===== config.mk =====
export PLATFORM = sky130hd
export DESIGN_NAME = mips_multicycle_ctrl
export DESIGN_NICKNAME = d
export VERILOG_FILES = /design/src/rtl/mips_pkg.sv /design/src/rtl/mips_multicycle_ctrl.sv
export SDC_FILE = /design/constraint.sdc
export NUM_CORES = 1
export LEC_CHECK = 0
export BUFFER_PORTS_ARGS = -buffer_cell sky130_fd_sc_hd__buf_2
export CORE_MARGIN = 2
export CORE_UTILIZATION = 25
export CTS_CLUSTER_DIAMETER = 100
export CTS_CLUSTER_SIZE = 20
export DETAILED_ROUTE_END_ITERATION = 10
export PLACE_DENSITY_LB_ADDON = 0.1
export SYNTH_ARGS = -nofsm -noshare
export SYNTH_HDL_FRONTEND = slang
export SYNTH_SLANG_ARGS = --single-unit

===== constraint.sdc =====
create_clock -name clk -period 4.2 [get_ports clk]
set_input_delay 0.21 -clock clk [delete_from_list [all_inputs] [get_ports clk]]
set_output_delay 0.21 -clock clk [all_outputs]
set_load 0.02 [all_outputs]

===== src/rtl/mips_pkg.sv =====
// Shared definitions for the multi-cycle MIPS control path.
//   ctrl_state_t : main control FSM states
//   OP_*         : instr[31:26] opcodes decoded by the controller
//   ALUOP_*      : 3-bit alu_op codes consumed by alu_control
//   SRCB_*       : alu_src_b mux encodings
//   PCSRC_*      : pc_source mux encodings
package mips_pkg;

    typedef enum logic [3:0] {
        S_FETCH     = 4'd0,
        S_DECODE    = 4'd1,
        S_MEM_ADR   = 4'd2,
        S_MEM_READ  = 4'd3,
        S_MEM_WB    = 4'd4,
        S_MEM_WRITE = 4'd5,
        S_EXECUTE   = 4'd6,
        S_ALU_WB    = 4'd7,
        S_BRANCH    = 4'd8,
        S_JUMP      = 4'd9,
        S_ADDI_EX   = 4'd10,
        S_ADDI_WB   = 4'd11
    } ctrl_state_t;

    localparam logic [5:0] OP_RTYPE = 6'b000000;
    localparam logic [5:0] OP_LW    = 6'b100011;
    localparam logic [5:0] OP_SW    = 6'b101011;
    localparam logic [5:0] OP_BEQ   = 6'b000100;
    localparam logic [5:0] OP_J     = 6'b000010;
    localparam logic [5:0] OP_ADDI  = 6'b001000;

    localparam logic [2:0] ALUOP_ADD   = 3'b000;
    localparam logic [2:0] ALUOP_SUB   = 3'b001;
    localparam logic [2:0] ALUOP_RTYPE = 3'b010;

    localparam logic [1:0] SRCB_B       = 2'b00;
    localparam logic [1:0] SRCB_FOUR    = 2'b01;
    localparam logic [1:0] SRCB_IMM     = 2'b10;
    localparam logic [1:0] SRCB_IMM_SH2 = 2'b11;

    localparam logic [1:0] PCSRC_ALU    = 2'b00;
    localparam logic [1:0] PCSRC_ALUOUT = 2'b01;
    localparam logic [1:0] PCSRC_JUMP   = 2'b10;

endpackage


===== src/rtl/mips_multicycle_ctrl.sv =====
// Multi-cycle main control FSM for the MIPS32 core.
// Sequences FETCH/DECODE/EXECUTE/MEM/WB, drives datapath mux selects and
// write enables, stalls on mem_ready and aborts memory waits that last
// TIMEOUT_CYCLES cycles (mem_timeout pulse, back to FETCH, nothing written).
//
// Optional feature: define MIPS_MC_ADDI_EN to execute ADDI (opcode 001000)
// through ADDI_EX/ADDI_WB; otherwise ADDI decodes as illegal.
//
// Ports:
//   clk, rst        clock, synchronous active-high reset (outputs forced 0)
//   opcode[5:0]     instr[31:26], used in DECODE
//   mem_ready       memory completes current access this cycle
//   pc_write, pc_write_cond, iord, mem_read, mem_write, ir_write,
//   mem_to_reg, reg_dst, reg_write, alu_src_a, alu_src_b[1:0],
//   alu_op[2:0], pc_source[1:0]    datapath controls
//   instr_done      pulse on last cycle of an instruction
//   illegal_op      pulse in DECODE for unsupported opcode
//   mem_timeout     pulse when a memory wait is abandoned
module mips_multicycle_ctrl
    import mips_pkg::*;
#(
    parameter int TIMEOUT_CYCLES = 255
) (
    input  logic       clk,
    input  logic       rst,
    input  logic [5:0] opcode,
    input  logic       mem_ready,
    output logic       pc_write,
    output logic       pc_write_cond,
    output logic       iord,
    output logic       mem_read,
    output logic       mem_write,
    output logic       ir_write,
    output logic       mem_to_reg,
    output logic       reg_dst,
    output logic       reg_write,
    output logic       alu_src_a,
    output logic [1:0] alu_src_b,
    output logic [2:0] alu_op,
    output logic [1:0] pc_source,
    output logic       instr_done,
    output logic       illegal_op,
    output logic       mem_timeout
);

    localparam int CW = (TIMEOUT_CYCLES > 2) ? $clog2(TIMEOUT_CYCLES) : 1;
    localparam logic [CW-1:0] CNT_LIM = CW'(TIMEOUT_CYCLES - 1);

    ctrl_state_t   state, state_nx;
    logic [CW-1:0] wait_cnt;
    logic          wait_st, at_lim;

    // Ungated decode; the reset mask is applied at the port boundary.
    logic       pc_write_d, pc_write_cond_d, iord_d, mem_read_d, mem_write_d;
    logic       ir_write_d, mem_to_reg_d, reg_dst_d, reg_write_d, alu_src_a_d;
    logic [1:0] alu_src_b_d, pc_source_d;
    logic [2:0] alu_op_d;
    logic       instr_done_d, illegal_op_d, mem_timeout_d;

    assign wait_st = (state == S_FETCH) || (state == S_MEM_READ) || (state == S_MEM_WRITE);
    assign at_lim  = (wait_cnt == CNT_LIM);

    always_ff @(posedge clk) begin
        if (rst) state <= S_FETCH;
        else     state <= state_nx;
    end

    // Cleared whenever a wait state is left or re-entered (completion or
    // abort); otherwise counts stall cycles. Abort happens at CNT_LIM, so
    // the counter never passes it.
    always_ff @(posedge clk) begin
        if (rst)                                wait_cnt <= '0;
        else if (!wait_st || mem_ready || at_lim) wait_cnt <= '0;
        else                                    wait_cnt <= wait_cnt + 1'b1;
    end

    always_comb begin
        state_nx        = state;
        pc_write_d      = 1'b0;
        pc_write_cond_d = 1'b0;
        iord_d          = 1'b0;
        mem_read_d      = 1'b0;
        mem_write_d     = 1'b0;
        ir_write_d      = 1'b0;
        mem_to_reg_d    = 1'b0;
        reg_dst_d       = 1'b0;
        reg_write_d     = 1'b0;
        alu_src_a_d     = 1'b0;
        alu_src_b_d     = SRCB_B;
        alu_op_d        = ALUOP_ADD;
        pc_source_d     = PCSRC_ALU;
        instr_done_d    = 1'b0;
        illegal_op_d    = 1'b0;
        mem_timeout_d   = 1'b0;

        case (state)
            S_FETCH: begin
                mem_read_d  = 1'b1;
                alu_src_b_d = SRCB_FOUR;
                if (mem_ready) begin
                    ir_write_d = 1'b1;
                    pc_write_d = 1'b1;
                    state_nx   = S_DECODE;
                end else if (at_lim) begin
                    mem_timeout_d = 1'b1;
                    state_nx      = S_FETCH;
                end
            end
            S_DECODE: begin
                // ALU precomputes the branch target while the opcode decodes.
                alu_src_b_d = SRCB_IMM_SH2;
                case (opcode)
                    OP_LW, OP_SW: state_nx = S_MEM_ADR;
                    OP_RTYPE:     state_nx = S_EXECUTE;
                    OP_BEQ:       state_nx = S_BRANCH;
                    OP_J:         state_nx = S_JUMP;
`ifdef MIPS_MC_ADDI_EN
                    OP_ADDI:      state_nx = S_ADDI_EX;
`endif
                    default: begin
                        illegal_op_d = 1'b1;
                        instr_done_d = 1'b1;
                        state_nx     = S_FETCH;
                    end
                endcase
            end
            S_MEM_ADR: begin
                alu_src_a_d = 1'b1;
                alu_src_b_d = SRCB_IMM;
                // Opcode is still held in IR; only lw/sw reach here.
                state_nx    = (opcode == OP_SW) ? S_MEM_WRITE : S_MEM_READ;
            end
            S_MEM_READ: begin
                mem_read_d = 1'b1;
                iord_d     = 1'b1;
                if (mem_ready) begin
                    state_nx = S_MEM_WB;
                end else if (at_lim) begin
                    mem_timeout_d = 1'b1;
                    state_nx      = S_FETCH;
                end
            end
            S_MEM_WB: begin
                reg_write_d  = 1'b1;
                mem_to_reg_d = 1'b1;
                instr_done_d = 1'b1;
                state_nx     = S_FETCH;
            end
            S_MEM_WRITE: begin
                mem_write_d = 1'b1;
                iord_d      = 1'b1;
                if (mem_ready) begin
                    instr_done_d = 1'b1;
                    state_nx     = S_FETCH;
                end else if (at_lim) begin
                    mem_timeout_d = 1'b1;
                    state_nx      = S_FETCH;
                end
            end
            S_EXECUTE: begin
                alu_src_a_d = 1'b1;
                alu_op_d    = ALUOP_RTYPE;
                state_nx    = S_ALU_WB;
            end
            S_ALU_WB: begin
                reg_write_d  = 1'b1;
                reg_dst_d    = 1'b1;
                instr_done_d = 1'b1;
                state_nx     = S_FETCH;
            end
            S_BRANCH: begin
                alu_src_a_d     = 1'b1;
                alu_op_d        = ALUOP_SUB;
                pc_write_cond_d = 1'b1;
                pc_source_d     = PCSRC_ALUOUT;
                instr_done_d    = 1'b1;
                state_nx        = S_FETCH;
            end
            S_JUMP: begin
                pc_write_d   = 1'b1;
                pc_source_d  = PCSRC_JUMP;
                instr_done_d = 1'b1;
                state_nx     = S_FETCH;
            end
`ifdef MIPS_MC_ADDI_EN
            S_ADDI_EX: begin
                alu_src_a_d = 1'b1;
                alu_src_b_d = SRCB_IMM;
                state_nx    = S_ADDI_WB;
            end
            S_ADDI_WB: begin
                reg_write_d  = 1'b1;
                instr_done_d = 1'b1;
                state_nx     = S_FETCH;
            end
`endif
            default: state_nx = S_FETCH;
        endcase
    end

    assign pc_write      = pc_write_d      & ~rst;
    assign pc_write_cond = pc_write_cond_d & ~rst;
    assign iord          = iord_d          & ~rst;
    assign mem_read      = mem_read_d      & ~rst;
    assign mem_write     = mem_write_d     & ~rst;
    assign ir_write      = ir_write_d      & ~rst;
    assign mem_to_reg    = mem_to_reg_d    & ~rst;
    assign reg_dst       = reg_dst_d       & ~rst;
    assign reg_write     = reg_write_d     & ~rst;
    assign alu_src_a     = alu_src_a_d     & ~rst;
    assign alu_src_b     = alu_src_b_d     & {2{~rst}};
    assign alu_op        = alu_op_d        & {3{~rst}};
    assign pc_source     = pc_source_d     & {2{~rst}};
    assign instr_done    = instr_done_d    & ~rst;
    assign illegal_op    = illegal_op_d    & ~rst;
    assign mem_timeout   = mem_timeout_d   & ~rst;

endmodule

[Word level (Yosys, flattened, before mapping)]
Index checks and enable logic that the tools add are counted.
Word-level totals
  output and inout bits: 20
  register bits: 12
  input bits: 9
Operators by class
  reduce and logical (&&, ||, !) cells: 16
  add/subtract/negate cells: 1
  equality and inequality tests: 14
  bitwise operators: 17
  mux-type cells: 27
Operators by type and width (count)
  4-bit one-hot mux with 6 select lines: 1
  4-bit by 3-bit == test with 1-bit output, second input constant: 4
  4-bit 2-to-1 mux: 4
  4-bit one-hot mux with 4 select lines: 1
  1-bit 2-to-1 mux: 15
  1-bit bitwise AND: 13
  6-bit == test, second input constant: 2
  2-bit OR reduction: 5
  8-bit by 1-bit adder with 8-bit output, second input constant: 1
  4-bit by 2-bit == test with 1-bit output, second input constant: 2
  4-bit == test, second input constant: 2
  8-bit == test, second input constant: 1
  2-bit one-hot mux with 2 select lines: 2
  6-bit by 2-bit == test with 1-bit output, second input constant: 1
  6-bit by 3-bit == test with 1-bit output, second input constant: 1
  6-bit logical NOT: 1
  2-bit one-hot mux with 3 select lines: 1
  3-bit OR reduction: 2
  5-bit OR reduction: 1
  2-bit bitwise AND: 2
  4-bit by 1-bit == test with 1-bit output, second input constant: 1
  4-bit logical NOT: 1
  1-bit logical OR: 4
  4-bit OR reduction: 1
  6 further kinds: 6

[Depth between registers and ports, before layout]
Gate-level depths: netlist (run 1).
  depth after elaboration: 7
  mapped depth: 6
  gate-level depth less buffers: 6

[Least setup slack after synthesis (run 1)]
OpenSTA, ideal clock, no wires.
  path kind: reg-to-output
  start point: register state[1]
  end point: output pc_write
  buffers on the path: 1
  cell stages (with the launch flop): 5
  setup slack: 2.076 ns
  data arrival time: 1.914 ns
  cell sequence: dfxtp_1 -> buf_2 -> nor4_1 -> and3b_1 -> or2_2
Between the ends
  cells in the longest elaborated chain, start to end: 3
  elaborated cells on any way between the ends: 4
  classes of those cells: eq/ne: 1; mux: 1; bitwise: 1; reduce/logical: 1
RTL lines
  start: declaration: line mips_multicycle_ctrl.sv:49  | ctrl_state_t state, state_nx;
  start signal: assignment: line mips_multicycle_ctrl.sv:65  | else state <= state_nx;
  4-bit == test or 4-bit logical NOT (tied branches): line mips_multicycle_ctrl.sv:96  | case (state)
  1-bit one-hot mux with 2 select lines *: line mips_multicycle_ctrl.sv:96
  1-bit bitwise AND *: line mips_multicycle_ctrl.sv:201  | assign pc_write = pc_write_d & ~rst;
  end: declaration: line mips_multicycle_ctrl.sv:28  | output logic pc_write,
Every way passes the cells marked *; elsewhere a longest branch is shown, timed or not.

[Worst setup path after layout (run 1)]
  start point: register state[0]
  end point: output instr_done
Between the ends
  cells in the longest elaborated chain, start to end: 4
  elaborated cells on any way between the ends: 9
  classes of those cells: eq/ne: 6; mux: 1; bitwise: 1; reduce/logical: 1
RTL lines
  4-bit == test or 4-bit by 3-bit == test with 1-bit output (tied branches): line mips_multicycle_ctrl.sv:96
  4-bit OR reduction (no line)
  1-bit one-hot mux with 3 select lines *: line mips_multicycle_ctrl.sv:96
  1-bit bitwise AND *: line mips_multicycle_ctrl.sv:214  | assign instr_done = instr_done_d & ~rst;
  end: declaration: line mips_multicycle_ctrl.sv:41  | output logic instr_done,
Marked as above.

==> results.ini, run 1 <==
[status]
status=complete, no violations

[cts]
tritoncts_buffer_count=3
post_cts_hold_buffer_count=0
path_clk_slew_ps=70
cts_post_setup_buffers_inserted=0
clock-sinks=12
cts_resized=0
worst_skew_pair.late_latency_ps=260
tritoncts=built
cts.path.max_buffers=2
ctsHtreeMaxLevel=1
cts_root_buffer=clkbuf_4

[yosys]
avgSynthCellArea_um2=7.228
mappedNetlistArea_um2=874.6
synthesis.nets=132
synth.distinct_cells=37
yosysWarningCount=0
synth_seq_area_share_pct=27.47
ys.flop_type=dfxtp_1
yosys_register_bits=12
synth-edff-count=0
synthCells=121
async_set_or_reset_flop_fraction_in_the_synthesized_netlist_pct=0

[global_routing]
grt_first_pass_wirelength_mm=3.815
grt_overflow_total=0
gr-usage-met2_pct=19.55
grt_start_max_net_pins=22
gr-max-usage-layer=met2
grt_util_met1_pct=14.72
grtUsageTotal_pct=11.65
grt_pass1_vias=862
antenna_found_initial=0
globalRouteMet3Util_pct=2.321

[floorplan]
rows=21
fp.dieW_um=63.15
design.die.area_mm2=0.003987
start_util_pct=26.21
core_area_mm2=0.003337
boundaryPins=29
fp.dieH_um=63.15

[finish]
antenna_cells_inserted=0
areaGrowthSynthToFinish_pct=19.89
nets=156
multi_input_area_um2=578.1
final.fill_count=389
seqCellArea_um2=240.2
layout-drive-gt1-share_pct=23.08

[route]
dr_total_vias=906
wl_per_cell_um=11.41
vias_per_cell=4.794
drc=0
detailedRoute.firstPassIterationCount=4
wl_mm=2.156
detail_route.iter0.violations=39
final_antenna_net_count=0

[sta]
timing.final.crit_share_pct=50.99
tightestPinTransition_ps=687.7
grt_setup_unrepaired=no
max_fclk_ghz=0.4669
final-hold-violation-count=0
slew_headroom_pct=54.11
final.setup.worst_slack_ps=2058
period_minus_slack_ps=2142
final-setup-viol-count=0
setup-tns-final_ps=0
skew_ps=1.170
slew_viol_final=0

[power_and_ir_drop]
cellLeakagePower_nw=0.4047
p_int_mw=0.1617
report.power.total_mw=0.2245
pwr-share-seq_pct=53.4
power.switching_mw=0.06279
power_density_mw_per_mm2=214.1
ir_worst_vdd_uv=85.95
power.share.clock_pct=31.0
swShare_pct=27.97
share_comb_of_total_power_pct=15.6

[placement]
post-place-ws_ps=2352
placement.io_buffers=27
detailed_place_hpwl_mm=1.690
gpl_wtd_cong=0.8051

[critical_path]
worstPathArrival_ps=1930
critical_path_required_ps=3990
cp_max_fo=21
crit_path_start_kind=flop
end_kind=output pin
timing.setup.critical_path_class=flop to output pin

[min_path]
holdCritPathClass=input pin to flop

[flow_run]
maxCapViolations=0

-- path summary, 6_finish.rpt --
check,from,to,slack (ps),cells past startpoint
worst max-delay path,state[0],instr_done,2060,4
worst max register to register,state[0],state[2],2450,4
worst min register to register,wait_cnt[0],wait_cnt[0],480,1
worst min-delay path,opcode[4],state[3],150,2
-- worst max-delay path: stages (launching register included) --
cell and delay (ps):
dfxtp_1 740, mux2_2 400, o31a_1 230, o22ai_1 110, buf_2 180
-- power by group through the flow --
stage / Combinational (mW) / Sequential, mW / Clock, mW
finish: 0.0351 / 0.120 / 0.0695
global route: 0.0393 / 0.121 / 0.0779
CTS: 0.0354 / 0.120 / 0.0735
detailed placement: 0.0353 / 0.123 / 0
global placement: 0.0351 / 0.123 / 0
floorplan: 0.0257 / 0.119 / 0
-- layout make-up --
cell class / instances / share of cell area (%)
tap: 46 / 5.489
sequential: 12 / 22.91
multi-input combinational: 97 / 55.13
inverter: 4 / 1.432
clock buffer: 3 / 2.148
timing repair buffer: 27 / 12.89
-- cell usage after synthesis (3+ instances only) --
cell | count | share of area [%]
a31oi_1 | 3 | 2.1
buf_2 | 3 | 1.7
clkbuf_1 | 3 | 1.3
dfxtp_1 | 12 | 27
inv_1 | 4 | 1.7
nand2_1 | 11 | 4.7
nand3_1 | 6 | 3.4
nor2_1 | 23 | 9.9
nor3_1 | 8 | 4.6
nor4_1 | 3 | 2.1
xnor2_1 | 7 | 7.0
-- metal layers --
metal,up-vias,share of wire [%],routed length [um]
met5,-,0,0
met1,413,49,1050
met3,2,5.9,127
met4,0,0.74,16
met2,21,45,962
li1,470,-,-
-- per-stage QoR --
step	hold slack (ps)	instances	util, %	instance area, um2
3_3_place_gp	440.2	186	30.75	1026
4_1_cts	141.6	189	31.42	1049
5_1_grt	152.1	189	31.42	1049
2_1_floorplan	286.4	121	-	874.6
3_5_place_dp	434.2	186	30.75	1026
6_report	150.5	189	31.42	1049
-- layout by cell type (no fill, tap or decap), types with 2 or more instances in the layout --
master and instances:
or2_2 2, nor3_1 8, nand4b_1 2, xnor2_1 7, ha_1 2, nor2_1 23, nand2_1 11, nor2b_1 2
dfxtp_1 12, nor4_1 3, inv_1 4, and3_1 2, or4_1 2, clkbuf_4 3, nand3_1 6, buf_2 27
nand2b_1 2, nor4b_1 2, xor2_1 2, o21ai_0 2, a31oi_1 3, o2111ai_1 2
-- logic make-up (layout without fill, tap and decap cells) --
logic type	Yosys count	after routing	synth area share, %
compound gates	15	15	12.88
other cells	1	1	0.4288
flops	12	12	27.47
fa+ha+maj	2	2	2.861
mux	1	1	1.287
xor+xnor	9	9	9.013
buf+inv	12	34	6.436
simple gates	69	69	39.63
-- sequential cells by signal (all words and copies together) (netlist names) --
| name | cells |
|---|---|
| wait_cnt | 8 |
| state | 4 |
(Power assumes the default switching activity.)
==> inputs of run 2 (changes only) <==
==> constraint.sdc (replaced) <==
create_clock -name clk -period 2.2 [get_ports clk]
set_input_delay 0.11 -clock clk [delete_from_list [all_inputs] [get_ports clk]]
set_output_delay 0.11 -clock clk [all_outputs]
set_load 0.02 [all_outputs]
==> results.ini, run 2 (same netlist as run 1, synthesis figures left out) <==
[status]
status=complete, no violations  ; unchanged

[sta]
grt_setup_unrepaired=no  ; unchanged
slew_viol_final=0  ; unchanged
final-setup-viol-count=0  ; unchanged
final.setup.worst_slack_ps=142.3  ; was 2058 ps
timing.final.crit_share_pct=93.53
slew_headroom_pct=57.22  ; was 54.11%
setup-tns-final_ps=0  ; unchanged
period_minus_slack_ps=2058
final-hold-violation-count=0  ; unchanged
skew_ps=3.538  ; was 1.170 ps
max_fclk_ghz=0.4860
tightestPinTransition_ps=640.8  ; was 687.7 ps

[route]
wl_mm=2.234  ; was 2.156 mm
vias_per_cell=4.989  ; was 4.794
detailedRoute.firstPassIterationCount=4  ; unchanged
drc=0  ; unchanged
dr_total_vias=948  ; was 906
wl_per_cell_um=11.76  ; was 11.41 um
detail_route.iter0.violations=46  ; was 39
final_antenna_net_count=0  ; unchanged

[cts]
cts.path.max_buffers=2  ; unchanged
cts_root_buffer=clkbuf_4  ; unchanged
cts_post_setup_buffers_inserted=0  ; unchanged
post_cts_hold_buffer_count=0  ; unchanged
clock-sinks=12  ; unchanged
cts_resized=0  ; unchanged
ctsHtreeMaxLevel=1  ; unchanged
tritoncts=built  ; unchanged
tritoncts_buffer_count=3  ; unchanged
worst_skew_pair.late_latency_ps=270  ; was 260 ps
path_clk_slew_ps=80  ; was 70 ps

[critical_path]
timing.critical_path.slowest_cell_delay_ps=740  ; about the same
reg2reg_setup_slack_ps=420  ; was 2450 ps
timing.setup.critical_path_class=flop to output pin  ; unchanged
end_kind=output pin  ; unchanged
worstPathCellList=mux2_2 -> o31a_1 -> o22ai_1 -> buf_2  ; unchanged
worst_path_max_delay_cell=dfxtp_1  ; unchanged
critical_path_required_ps=2090  ; was 3990 ps
worstPathArrival_ps=1950  ; was 1930 ps
cp_max_fo=21  ; unchanged
crit_path_start_kind=flop  ; unchanged
reg2regPathDepth=4  ; unchanged

[power_and_ir_drop]
power_density_mw_per_mm2=411.3  ; was 214.1 mW/mm2
cellLeakagePower_nw=0.4091  ; was 0.4047 nW
ir_worst_vdd_uv=178.0  ; was 85.95 uV

[finish]
nets=157  ; was 156
number_of_standard_cells_in_the_final_layout_excluding_fillers=190  ; was 189
layout.cell_area.non_filler_mm2=0.001056  ; was 0.001049 mm2
antenna_cells_inserted=0  ; unchanged
largest_registers=wait_cnt x8, state x4  ; unchanged
final.fill_count=381  ; was 389
final_cell_mix=27 x buf_2, 23 x nor2_1, 12 x dfxtp_1  ; unchanged
areaGrowthSynthToFinish_pct=20.74  ; was 19.89%
most_common_library_cell_in_the_layout_ignoring_fill_and_taps=buf_2  ; unchanged
largest_reg_flops=8  ; unchanged
registers.top_by_ff_count=wait_cnt  ; unchanged
layout-drive-gt1-share_pct=23.61  ; was 23.08%
final_util_pct=31.65  ; was 31.42%

[min_path]
holdCritPathClass=input pin to flop  ; unchanged
hold_path_depth=2  ; unchanged

[flow_run]
maxCapViolations=0  ; unchanged

[floorplan]
core_area_mm2=0.003337  ; unchanged
fp.dieH_um=63.15  ; unchanged
boundaryPins=29  ; unchanged
design.die.area_mm2=0.003987  ; unchanged
start_util_pct=26.21  ; unchanged
fp.dieW_um=63.15  ; unchanged
rows=21  ; unchanged

[placement]
dpl_cell_area_mm2=0.001033  ; was 0.001026 mm2
placed_cells=187  ; was 186
placement.io_buffers=27  ; unchanged
post-place-ws_ps=435.7  ; was 2352 ps
detailed_place_hpwl_mm=1.700  ; was 1.690 mm
gpl_wtd_cong=0.8087  ; was 0.8051

[global_routing]
grtUsageTotal_pct=11.91  ; was 11.65%
grt_overflow_total=0  ; unchanged
grt_first_pass_wirelength_mm=3.857  ; was 3.815 mm
grt_start_max_net_pins=22  ; unchanged
grt_pass1_vias=880  ; was 862
antenna_found_initial=0  ; unchanged

-- run 2: cell type report --
class / count / area, um2 / share of cell area (%)
clock buffers: 3 / 22.52 / 2.133
inverters: 4 / 15.01 / 1.422
multi-input cells: 97 / 578.1 / 54.74
flip-flops and latches: 12 / 240.2 / 22.75
well taps: 46 / 57.56 / 5.450
repair buffers: 28 / 142.6 / 13.51
-- run 2: final timing paths --
kind,from,to
min,opcode[4],state[3]
min reg2reg,wait_cnt[0],wait_cnt[0]
max reg2reg,state[0],state[2]
max,state[0],instr_done
-- run 2: metal layers --
layer	up-vias	part of all wire [%]	track usage (%)
met3	0	5.8	4.107
met5	-	0	0
met2	26	47	19.95
li1	471	-	-
met1	451	47	15.03
met4	0	0	1.667
-- run 2: through the flow --
step | power, mW | hold slack (ps)
final | 0.4343 | 38.84
after global routing | 0.4623 | 36.83
after CTS | 0.4435 | 31.78
after detailed placement | 0.3028 | 329.8
after global placement | 0.3029 | 341.5
after floorplan | 0.2765 | 186.4
-- run 2: critical path: cells and delay by family, from the launching register on --
kind	cells	cell delay [ps]
flip-flops	1	740
multiplexers	1	410
AO/OA/AOI/OAI	2	340
buffers and inverters	1	180
-- run 2: power breakdown --
part	switching, mW	internal [mW]
combinational	0.0424	0.0266
sequential	0.00875	0.220
clock	0.0731	0.0634
==> inputs of run 3 (changes only) <==
==> constraint.sdc (replaced) <==
create_clock -name clk -period 2.5 [get_ports clk]
set_input_delay 0.125 -clock clk [delete_from_list [all_inputs] [get_ports clk]]
set_output_delay 0.125 -clock clk [all_outputs]
set_load 0.02 [all_outputs]
==> results.ini, run 3 (same netlist as run 1, synthesis figures left out) <==
[cts]
cts_post_setup_buffers_inserted=0  ; unchanged
path_clk_slew_ps=80  ; about the same
cts_resized=0  ; unchanged
tritoncts=built  ; unchanged
clock-sinks=12  ; unchanged
tritoncts_buffer_count=3  ; unchanged
ctsHtreeMaxLevel=1  ; unchanged
worst_skew_pair.late_latency_ps=280  ; was 270 ps
cts_root_buffer=clkbuf_4  ; unchanged
post_cts_hold_buffer_count=0  ; unchanged
cts.path.max_buffers=2  ; unchanged

[finish]
registers.top_by_ff_count=wait_cnt  ; unchanged
layout-drive-gt1-share_pct=23.61  ; unchanged
largest_reg_flops=8  ; unchanged
multi_input_area_um2=578.1  ; unchanged
seqCellArea_um2=240.2  ; unchanged
final_util_pct=31.83  ; was 31.65%
most_common_library_cell_in_the_layout_ignoring_fill_and_taps=buf_2  ; unchanged
final_cell_mix=27 x buf_2, 23 x nor2_1, 12 x dfxtp_1  ; unchanged
areaGrowthSynthToFinish_pct=21.46  ; was 20.74%
final.fill_count=390  ; was 381
largest_registers=wait_cnt x8, state x4  ; unchanged
antenna_cells_inserted=0  ; unchanged
nets=156  ; was 157

[critical_path]
timing.critical_path.max_delay_family=flip-flops  ; unchanged
timing.setup.critical_path_class=flop to output pin  ; unchanged
worstPathCellList=mux2_2 -> o31a_1 -> o22ai_1 -> buf_2  ; unchanged
crit_path_start_kind=flop  ; unchanged
crit_buf_inv=1  ; unchanged
critical_path_cell_count=4  ; unchanged
timing.critical_path.from=state[0]  ; unchanged
timing.rr.start=state[0]  ; unchanged
end_kind=output pin  ; unchanged
worst_path_max_delay_cell=dfxtp_1  ; unchanged
reg2regPathDepth=3  ; was 4
timing.critical_path.slowest_cell_delay_ps=760  ; was 740 ps
critical_path_required_ps=2380  ; was 2090 ps
worstPathArrival_ps=1990  ; was 1950 ps
cp_max_fo=21  ; unchanged

[floorplan]
design.die.area_mm2=0.003987  ; unchanged
start_util_pct=26.21  ; unchanged
rows=21  ; unchanged
fp.dieH_um=63.15  ; unchanged
fp.dieW_um=63.15  ; unchanged
boundaryPins=29  ; unchanged
core_area_mm2=0.003337  ; unchanged

[power_and_ir_drop]
share_comb_of_total_power_pct=14.0  ; was 15.9%
p_int_mw=0.3047  ; was 0.3101 mW
cellLeakagePower_nw=0.4119  ; was 0.4091 nW
power.share.clock_pct=38.1  ; was 31.4%
power_density_mw_per_mm2=396.1  ; was 411.3 mW/mm2
ir_worst_vdd_uv=355.7  ; was 178.0 uV
pwr-share-seq_pct=47.9  ; was 52.7%
swShare_pct=27.59  ; was 28.61%
power.switching_mw=0.1161  ; was 0.1242 mW

[global_routing]
antenna_found_initial=0  ; unchanged
grt_pass1_vias=800  ; was 880
grt_start_max_net_pins=22  ; unchanged
grt_overflow_total=0  ; unchanged
grt_first_pass_wirelength_mm=3.760  ; was 3.857 mm
grtUsageTotal_pct=11.77  ; was 11.91%

[sta]
slew_headroom_pct=54.93  ; was 57.22%
max_fclk_ghz=0.4732
grt_setup_unrepaired=no  ; unchanged
final-setup-viol-count=0  ; unchanged
final-hold-violation-count=0  ; unchanged
period_minus_slack_ps=2113
skew_ps=4.087  ; was 3.538 ps
slew_viol_final=0  ; unchanged
setup-tns-final_ps=0  ; unchanged
tightestPinTransition_ps=675.4  ; was 640.8 ps
timing.final.crit_share_pct=84.53

[route]
wl_mm=2.180  ; was 2.234 mm
dr_total_vias=907  ; was 948
detailedRoute.firstPassIterationCount=4  ; unchanged
wl_per_cell_um=11.47  ; was 11.76 um
detail_route.iter0.violations=62  ; was 46
final_antenna_net_count=0  ; unchanged
vias_per_cell=4.774  ; was 4.989
drc=0  ; unchanged

[min_path]
holdCritPathClass=input pin to flop  ; unchanged
timing.hold.worst.start=opcode[4]  ; unchanged
hold_path_depth=2  ; unchanged

[placement]
detailed_place_hpwl_mm=1.639  ; was 1.700 mm
gpl_wtd_cong=0.8183  ; was 0.8087
placement.io_buffers=27  ; unchanged

[flow_run]
maxCapViolations=0  ; unchanged

[status]
status=complete, no violations  ; unchanged

## run 3: power by group through the flow
stage | combinational [mW] | clock (mW) | sequential [mW]
4_1_cts | 0.0594 | 0.168 | 0.201
2_1_floorplan | 0.0432 | 0 | 0.200
3_5_place_dp | 0.0593 | 0 | 0.206
5_1_grt | 0.0658 | 0.179 | 0.203
6_report | 0.0588 | 0.160 | 0.202
3_3_place_gp | 0.0595 | 0 | 0.206
## run 3: cell type report
class	count	area share, %
well taps	46	5.418
flip-flops and latches	12	22.61
multi-input cells	97	54.42
inverters	4	1.413
repair buffers	27	12.72
clock buffers	4	3.416
## run 3: worst paths after layout
| path | end | slack, ps |
|---|---|---|
| worst max-delay path | instr_done | 390 |
| worst min-delay path | state[3] | 50 |
| worst max register to register | state[0] | 770 |
| worst min register to register | wait_cnt[0] | 490 |
## run 3: metrics by stage
| stage | power [mW] | std cells | instance area [um2] | hold slack (ps) | setup WS (ps) |
|---|---|---|---|---|---|
| floorplan | 0.2434 | 121 | 874.6 | 201.4 | 461.2 |
| global placement | 0.2653 | 186 | 1026 | 356.1 | 759.9 |
| detailed placement | 0.2653 | 186 | 1026 | 348.1 | 729.2 |
| CTS | 0.4293 | 190 | 1062 | 44.17 | 402.3 |
| global route | 0.4477 | 190 | 1062 | 58.24 | 283.1 |
| finish | 0.4208 | 190 | 1062 | 51.29 | 386.6 |
## run 3: routing by layer
metal / up-vias / part of all wire (%) / global-route usage (%)
met3: 2 / 6.7 / 4.286
met2: 22 / 43 / 17.69
met5: - / 0 / 0
li1: 471 / - / -
met4: 0 / 0.60 / 2.500
met1: 412 / 50 / 16.05
